**src/rtl/rom_loader_pkg.sv**
```systemverilog
// Shared types and constants for the boot ROM loader (rom_loader, rom_word_packer).
package rom_loader_pkg;

  localparam int WORD_BYTES = 4;
  localparam int LANE_W     = $clog2(WORD_BYTES);
  localparam int WORD_W     = 8 * WORD_BYTES;

  typedef enum logic [1:0] {
    S_IDLE,
    S_FETCH,
    S_WRITE,
    S_DONE
  } state_e;

endpackage

```
**src/rtl/rom_word_packer.sv**
```systemverilog
// Little-endian byte-to-word packing register with synchronous clear, lane insert and fill flag.
module rom_word_packer
  import rom_loader_pkg::*;
(
  input  logic              clk,
  input  logic              rst_n,
  input  logic              clr_i,
  input  logic              wr_i,
  input  logic [LANE_W-1:0] lane_i,
  input  logic [7:0]        byte_i,
  output logic [WORD_W-1:0] word_o,
  output logic              fill_o
);

  logic [WORD_W-1:0] word_d, word_q;

  // NOTE: every variable assigned in always_comb gets a default first, so no path leaves it unassigned and no latch is inferred.
  always_comb begin
    word_d = word_q;
    if (clr_i) begin
      word_d = '0;
    end else if (wr_i) begin
      word_d[8*lane_i +: 8] = byte_i;
    end
  end

  // NOTE: state registers use non-blocking assignments and the asynchronous active-low reset in the sensitivity list.
  always_ff @(posedge clk or negedge rst_n) begin
    if (!rst_n) begin
      word_q <= '0;
    end else begin
      word_q <= word_d;
    end
  end

  assign word_o = word_q;
  assign fill_o = wr_i && (lane_i == LANE_W'(WORD_BYTES - 1));

endmodule

```
**src/rtl/rom_loader.sv**
```systemverilog
// Boot loader: streams ROM bytes into 32-bit little-endian words and writes them to memory.
// Optional byte checksum is built only when ROM_LOADER_CHECKSUM_EN is defined.
module rom_loader
  import rom_loader_pkg::*;
#(
  parameter logic [31:0] MEM_BASE  = 32'h0000_0000,
  parameter int unsigned MAX_BYTES = 65536
) (
  input  logic        clk,
  input  logic        rst_n,
  input  logic        start,
  output logic [31:0] rom_address,
  input  logic [7:0]  rom_byte,
  input  logic        rom_done,
  output logic [31:0] mem_addr,
  output logic [31:0] mem_wdata,
  output logic        mem_we,
  input  logic        mem_ready,
  output logic        busy,
  output logic        boot_done,
  output logic        error,
  output logic [7:0]  checksum
);

  localparam logic [31:0] GUARD_LAST = 32'(MAX_BYTES - 1);

  state_e      state_d, state_q;
  logic [31:0] addr_d, addr_q;
  logic [31:0] word_idx_d, word_idx_q;
  logic        last_d, last_q;
  logic        error_d, error_q;

  logic        load_start;
  logic        guard_hit;
  logic        pk_clr, pk_wr, pk_fill;
  logic [WORD_W-1:0] pk_word;

  assign load_start = start && ((state_q == S_IDLE) || (state_q == S_DONE));
  assign guard_hit  = (addr_q == GUARD_LAST);

  rom_word_packer u_packer (
    .clk    (clk),
    .rst_n  (rst_n),
    .clr_i  (pk_clr),
    .wr_i   (pk_wr),
    .lane_i (addr_q[LANE_W-1:0]),
    .byte_i (rom_byte),
    .word_o (pk_word),
    .fill_o (pk_fill)
  );

  always_comb begin
    state_d    = state_q;
    addr_d     = addr_q;
    word_idx_d = word_idx_q;
    last_d     = last_q;
    error_d    = error_q;
    pk_clr     = 1'b0;
    pk_wr      = 1'b0;
    unique case (state_q)
      S_IDLE, S_DONE: begin
        if (load_start) begin
          pk_clr     = 1'b1;
          addr_d     = '0;
          word_idx_d = '0;
          last_d     = 1'b0;
          error_d    = 1'b0;
          state_d    = S_FETCH;
        end
      end
      S_FETCH: begin
        pk_wr  = 1'b1;
        addr_d = addr_q + 32'd1;
        if (rom_done || guard_hit) begin
          last_d = 1'b1;
        end
        // The guard only flags an error when the image did not end on the same byte.
        if (guard_hit && !rom_done) begin
          error_d = 1'b1;
        end
        if (pk_fill || rom_done || guard_hit) begin
          state_d = S_WRITE;
        end
      end
      S_WRITE: begin
        if (mem_ready) begin
          word_idx_d = word_idx_q + 32'd1;
          pk_clr     = 1'b1;
          state_d    = last_q ? S_DONE : S_FETCH;
        end
      end
      default: state_d = S_IDLE;
    endcase
  end

  always_ff @(posedge clk or negedge rst_n) begin
    if (!rst_n) begin
      state_q    <= S_IDLE;
      addr_q     <= '0;
      word_idx_q <= '0;
      last_q     <= 1'b0;
      error_q    <= 1'b0;
    end else begin
      state_q    <= state_d;
      addr_q     <= addr_d;
      word_idx_q <= word_idx_d;
      last_q     <= last_d;
      error_q    <= error_d;
    end
  end

`ifdef ROM_LOADER_CHECKSUM_EN
  logic [7:0] sum_d, sum_q;

  always_comb begin
    sum_d = sum_q;
    if (load_start) begin
      sum_d = '0;
    end else if (pk_wr) begin
      sum_d = sum_q + rom_byte;
    end
  end

  always_ff @(posedge clk or negedge rst_n) begin
    if (!rst_n) begin
      sum_q <= '0;
    end else begin
      sum_q <= sum_d;
    end
  end

  assign checksum = sum_q;
`else
  assign checksum = 8'd0;
`endif

  assign rom_address = addr_q;
  assign mem_addr    = MEM_BASE + {word_idx_q[29:0], 2'b00};
  assign mem_wdata   = pk_word;
  assign mem_we      = (state_q == S_WRITE);
  assign busy        = (state_q == S_FETCH) || (state_q == S_WRITE);
  assign boot_done   = (state_q == S_DONE);
  assign error       = error_q;

endmodule
```
**config.mk**
```make
export PLATFORM = sky130hd
export DESIGN_NAME = rom_loader
export DESIGN_NICKNAME = d
export VERILOG_FILES = /design/src/rtl/rom_loader_pkg.sv /design/src/rtl/rom_word_packer.sv /design/src/rtl/rom_loader.sv
export SDC_FILE = /design/constraint.sdc
export NUM_CORES = 1
export LEC_CHECK = 0
export CORE_MARGIN = 3
export CORE_UTILIZATION = 40
export DETAILED_ROUTE_END_ITERATION = 8
export MAX_ROUTING_LAYER = met4
export PLACE_DENSITY = 0.67
export SLEW_MARGIN = 20
export SYNTH_ARGS = -nofsm -noshare
export SYNTH_HDL_FRONTEND = slang
export SYNTH_SLANG_ARGS = --single-unit
export TNS_END_PERCENT = 5
```
**constraint.sdc**
```tcl
create_clock -name clk -period 3.3 [get_ports clk]
set_input_delay 0.495 -clock clk [delete_from_list [all_inputs] [get_ports clk]]
set_output_delay 0.495 -clock clk [all_outputs]
set_load 0.02 [all_outputs]
```
==> metrics, run 1 <==
status=finished clean; Layout Area Growth over Synthesis=32.3%; peak clock frequency supported by timing=376 MHz; Setup CP Type=reg -> reg; final critical-path setup slack=0.642 ns; CTS H-tree lvls=3; design area=0.00632 sq mm; number of antenna violations at the first check in global routing=0; count of placed standard cells including taps=719; type of the most critical hold path=in -> async; drc violations=0; vertical die dimension=115 um; logic gate share of total power=36.9%; final-report setup violation count=0; cell internal power dissipation=2.45 mW; worst clock skew on the final layout=0.00585 ns; normalized max-slew margin=30.2%; Placement Cell Area=0.00604 sq mm; share of the cycle needed by the critical path after routing=80.5%; post-layout net count=610; count of unique library cells instantiated by Yosys=37; Leak Pwr=2.74 nW; post-layout total power=3.93 mW; HPWL after detailed placement=8840 um; beginning of the worst register-to-register path=state_q[0]; global-route congestion overflow total=0; quantity of hold-fixing buffers added after cts=0; net switching power=1.48 mW; arrival time of the worst setup path=2.88 ns; post-route setup TNS=0 ns; cell type of the slowest stage on the worst timing path=sky130_fd_sc_hd__or3_1; Crit Reg-Reg Endpoint=word_idx_q[9]; leading cell types in the layout, fill and taps excluded=sky130_fd_sc_hd__clkdlybuf4s50_1, sky130_fd_sc_hd__dfrtp_1, sky130_fd_sc_hd__nor2_1; Req. time, crit path=3.52 ns; post-placement setup slack=0.612 ns; switching part of the total power=37.7%; clock latency on the worst-skew pair=0.34 ns; Iter 0 DRT Violations=327; first-pass GRT wire length=20400 um; area of the die=0.0133 sq mm; Core Box Area=0.0116 sq mm; max incr delay on CP=0.57 ns; worst reg-to-reg setup slack=0.64 ns; Tmin final=2.66 ns; CP Capture Type=register; detail-routed via count per cell=5.45; final estimated routing congestion in global placement=0.839; Initial Utilization=41.3%; clk sink count=98; via count of the first global-routing pass=3916; sequential power share=38.1%; Die W=115 um; I/O Buffers=110; clk slew on worst S/H paths=0.07 ns; most frequent standard cell in the layout excluding fill and tap cells=sky130_fd_sc_hd__clkdlybuf4s50_1; Post-Route WL=12400 um; CP cell instances=inv_1 -> ha_1 -> nor2b_1 -> buf_4 -> or3_1 -> or3b_2 -> xor2_1 -> nor2_1; length in cells of the worst reg-to-reg path=8; endpoints failing hold=0; cell row count=39; Tot GR Track Use=19.8%; worst-case clock buffer depth=2; number of post-CTS setup repair buffers=0; routed wirelength normalized by instance count=16.9 um; fraction of the yosys area taken by sequential cells=51.3%; Vias=4005; Num CTS Buffers=9; post-synthesis instance total=471; final cell count without fillers=735; drt pass-1 iters=5; post-cts resize count=0; warnings from Yosys=0; maximum vdd ir drop=0.327 mV; largest net degree at the start of global routing=61; fillcell total=1038; Top Ports=121; final slew viol count=0; P per Cell Area=623 mW/mm^2; largest fanout on the critical path=15; post-detailed-route count of antenna-violating nets=0; clock group share of total power=25.0%; average size of a mapped cell=10.1 sq um; RSZ-0062 raised after global routing=false; number of synthesized register bits=98; worst slew pin tran=1.04 ns; Clock Tree Root=sky130_fd_sc_hd__clkbuf_16; netlist area before placement=0.00478 sq mm; CTS tree=done; number of diodes added for antenna fixing=0; start point of the critical path=state_q[0]; max-cap violation count=0; crit start category=register; fraction of final layout cells with drive strength greater than 1=5.57%
==> cells by family (layout without fill, tap and decap cells) <==
kind of cell | Yosys count | in the layout | synth area share (%)
other | 1 | 10 | 0.0785
xor gates and xnor gates | 41 | 41 | 7.52
buffers and inverters | 33 | 145 | 3.43
DFF | 98 | 98 | 51.3
adders and majority gates | 10 | 10 | 2.62
and+or+nand+nor | 208 | 208 | 23.0
AOI/OAI and AO/OA | 76 | 76 | 11.2
muxes | 4 | 4 | 0.838
==> power by group through the flow <==
stage | clock network, mW | registers [mW] | logic (mW)
3_3_place_gp | 0 | 1.51 | 1.42
5_1_grt | 1.06 | 1.52 | 1.58
2_1_floorplan | 0 | 1.66 | 0.678
6_report | 0.985 | 1.50 | 1.45
4_1_cts | 1.01 | 1.50 | 1.47
3_5_place_dp | 0 | 1.52 | 1.46
==> registers in the layout (all words and copies together) (netlist names) <==
register,cells
rom_address,32
u_packer.word_o,32
last_q,1
error,1
word_idx_q,30
state_q,2
==> cells in the mapped netlist, drive strengths merged <==
| cell type | number | share of area [%] |
|---|---|---|
| nor2b | 4 | 0.52 |
| or3b | 1 | 0.18 |
| o21ai | 14 | 1.5 |
| nand2 | 35 | 2.8 |
| and4 | 2 | 0.37 |
| or3 | 10 | 1.3 |
| mux2i | 4 | 0.84 |
| a211oi | 2 | 0.31 |
| buf | 12 | 1.8 |
| and2 | 4 | 0.52 |
| a21oi | 19 | 2.0 |
| nand3b | 2 | 0.31 |
| nand4 | 29 | 3.9 |
| clkbuf | 11 | 0.86 |
| a22o | 39 | 7.2 |
| xor2 | 33 | 6.1 |
| xnor2 | 8 | 1.5 |
| nor2 | 59 | 4.7 |
| conb | 1 | 0.079 |
| or4 | 4 | 0.63 |
| or2 | 1 | 0.13 |
| inv | 10 | 0.79 |
| o22ai | 1 | 0.13 |
| ha | 10 | 2.6 |
| nand3 | 22 | 2.3 |
| dfrtp | 98 | 51 |
| and3 | 7 | 0.92 |
| nor4 | 10 | 2.3 |
| a21o | 1 | 0.16 |
| nor3 | 14 | 1.6 |
| nand2b | 3 | 0.39 |
| nor3b | 1 | 0.16 |
==> area by class of cell <==
type,count,area (sq um),area share [%]
flip-flops and latches,98,2450,38.8
multi-input cells,349,2200,34.8
repair buffers,119,1180,18.7
clock buffers,12,246,3.90
well taps,143,179,2.83
inverters,10,37.5,0.594
clock inverters,4,27.5,0.436
==> layer usage <==
metal / share of wire (%) / vias to the layer above / GRT usage (%)
li1: - / 1894 / -
met1: 46 / 1993 / 27.6
met2: 47 / 105 / 29.2
met3: 4.8 / 13 / 4.05
met4: 1.4 / 0 / 6.10
met5: 0 / - / -
==> through the flow <==
step / util, % / hold slack, ns
2_1_floorplan: - / 0.199
3_3_place_gp: 52.3 / 0.480
3_5_place_dp: 52.3 / 0.492
4_1_cts: 54.6 / 0.258
5_1_grt: 54.6 / 0.294
6_report: 54.6 / 0.231
==> worst max-delay path, delay by kind of cell, from the launching register on <==
kind,cells,cell delay (ns)
xor+xnor,1,0.14
fa+ha+maj,1,0.39
simple gates,4,1.34
flops,1,0.42
buf+inv,2,0.23
==> worst max-delay path by stage <==
| stage | end | slack (ns) | cells past startpoint |
|---|---|---|---|
| 2_1_floorplan | word_idx_q[9] | 1.01 | 8 |
| 3_5_place_dp | word_idx_q[9] | 0.61 | 7 |
| 5_1_grt | word_idx_q[9] | 0.51 | 8 |
| 3_3_place_gp | word_idx_q[9] | 0.67 | 7 |
| 4_1_cts | word_idx_q[9] | 0.64 | 8 |
| 6_report | word_idx_q[9] | 0.64 | 8 |
Note: power is estimated with default switching activity, not from simulation.
==> run 2, diff against run 1 <==
- clock period: 3.3 -> 2.7 ns (I/O delays scaled with it)
==> metrics, run 2 (synthesis results as in run 1) <==
first-pass GRT wire length=20600 um; crit start category=register; Clock Tree Root=sky130_fd_sc_hd__clkbuf_16; Top Ports=121; status=finished clean; post-route setup TNS=0 ns; drc violations=0; final-report setup violation count=0; post-layout net count=624; beginning of the worst register-to-register path=state_q[0]; leading cell types in the layout, fill and taps excluded=sky130_fd_sc_hd__clkdlybuf4s50_1, sky130_fd_sc_hd__dfrtp_1, sky130_fd_sc_hd__nor2_1; I/O Buffers=110; number of post-CTS setup repair buffers=0; clk sink count=98; CP cell instances=inv_1 -> ha_1 -> nor2b_1 -> or3_1 -> or3b_2 -> xor2_1 -> nor2_1; WP buf/inv=1; CP Capture Type=register; HPWL after detailed placement=9060 um; Core Box Area=0.0116 sq mm; cell row count=39; CTS tree=done; most frequent standard cell in the layout excluding fill and tap cells=sky130_fd_sc_hd__clkdlybuf4s50_1; max incr delay on CP=0.52 ns; clock latency on the worst-skew pair=0.34 ns; Layout Area Growth over Synthesis=35.1%; via count of the first global-routing pass=4032; share of the cycle needed by the critical path after routing=89.3%; Die W=115 um; final estimated routing congestion in global placement=0.847; area of the die=0.0133 sq mm; cell type of the slowest stage on the worst timing path=sky130_fd_sc_hd__or3b_2; Num CTS Buffers=9; Post-Route WL=12500 um; global-route congestion overflow total=0; detail-routed via count per cell=5.40; vertical die dimension=115 um; length in cells of the worst reg-to-reg path=7; worst reg-to-reg setup slack=0.29 ns; arrival time of the worst setup path=2.63 ns; max-cap violation count=0; RSZ-0062 raised after global routing=false; maximum vdd ir drop=0.450 mV; endpoints failing hold=0; normalized max-slew margin=56.7%; Crit Reg-Reg Endpoint=word_idx_q[9]; cell family with most CP delay=simple AND/OR/NAND/NOR gates; Leak Pwr=2.83 nW; Tot GR Track Use=19.9%; post-route worst hold slack=0.501 ns; type of the most critical hold path=in -> async; fillcell total=1016; largest net degree at the start of global routing=48; Vias=4047; worst slew pin tran=0.643 ns; post-detailed-route count of antenna-violating nets=0; drt pass-1 iters=4; Req. time, crit path=2.92 ns; clk slew on worst S/H paths=0.07 ns; routed wirelength normalized by instance count=16.7 um; Iter 0 DRT Violations=296; number of diodes added for antenna fixing=0; CTS H-tree lvls=3; Tmin final=2.41 ns; core occupancy in the finished layout=55.8%; start point of the critical path=state_q[0]; largest fanout on the critical path=9; Initial Utilization=41.3%; number of antenna violations at the first check in global routing=0; P per Cell Area=771 mW/mm^2; post-cts resize count=0; Setup CP Type=reg -> reg; peak clock frequency supported by timing=415 MHz; final slew viol count=0; worst clock skew on the final layout=0.0100 ns; fraction of final layout cells with drive strength greater than 1=7.92%; worst-case clock buffer depth=2
[run 2: report_power, final]
part           leakage, nW  total, mW  internal [mW]  switching, mW
clock network        0.144       1.27          0.670          0.601
registers             1.36       1.83           1.66          0.169
logic                 1.33       1.87          0.771           1.10
total                 2.83       4.98           3.10           1.87
[run 2: metal layers]
layer / global-route usage (%) / part of all wire (%) / up-vias
met2: 30.7 / 48 / 102
met1: 27.8 / 47 / 2006
met3: 3.32 / 4.2 / 8
li1: - / - / 1931
met5: - / 0 / -
met4: 4.46 / 0.71 / 0
[run 2: worst register-to-register path, cell delays in order (launching register included)]
cell and delay, ns:
sky130_fd_sc_hd__dfrtp_1 0.43, sky130_fd_sc_hd__inv_1 0.07, sky130_fd_sc_hd__ha_1 0.39, sky130_fd_sc_hd__nor2b_1 0.20, sky130_fd_sc_hd__or3_1 0.49, sky130_fd_sc_hd__or3b_2 0.53, sky130_fd_sc_hd__xor2_1 0.14, sky130_fd_sc_hd__nor2_1 0.05
[run 2: how the worst max path moves through the flow]
stage                                end  slack (ns)  cells after the start
after floorplan            word_idx_q[9]        0.41                      8
after global placement     word_idx_q[9]        0.38                      7
after detailed placement   word_idx_q[9]        0.29                      7
after CTS                  word_idx_q[9]        0.28                      7
after global routing      word_idx_q[12]        0.09                      8
final                      word_idx_q[9]        0.29                      7
[run 2: layout make-up]
type | count | area (sq um) | area share [%]
Inverter | 10 | 37.5 | 0.582
Clock buffer | 10 | 239 | 3.70
Tap cell | 143 | 179 | 2.77
Clock inverter | 6 | 61.3 | 0.950
Multi-Input combinational cell | 349 | 2200 | 34.0
Sequential cell | 98 | 2450 | 38.0
Timing Repair Buffer | 133 | 1290 | 19.9
[run 2: per-stage QoR]
| stage | cells | area [sq um] | power [mW] | worst slack, ns |
|---|---|---|---|---|
| after floorplan | 480 | 4810 | 2.86 | 0.409 |
| after global placement | 732 | 6140 | 3.69 | 0.380 |
| after detailed placement | 732 | 6140 | 3.73 | 0.293 |
| after CTS | 749 | 6450 | 5.02 | 0.279 |
| after global routing | 749 | 6450 | 5.26 | 0.0899 |
| final | 749 | 6450 | 4.98 | 0.288 |
[run 2: what timing repair did]
| action | CTS | global route |
|---|---|---|
| hold endpoints to repair | 18 | 0 |
| endpoints found under the setup margin | 0 | 0 |
| hold buffers | 1 | 0 |
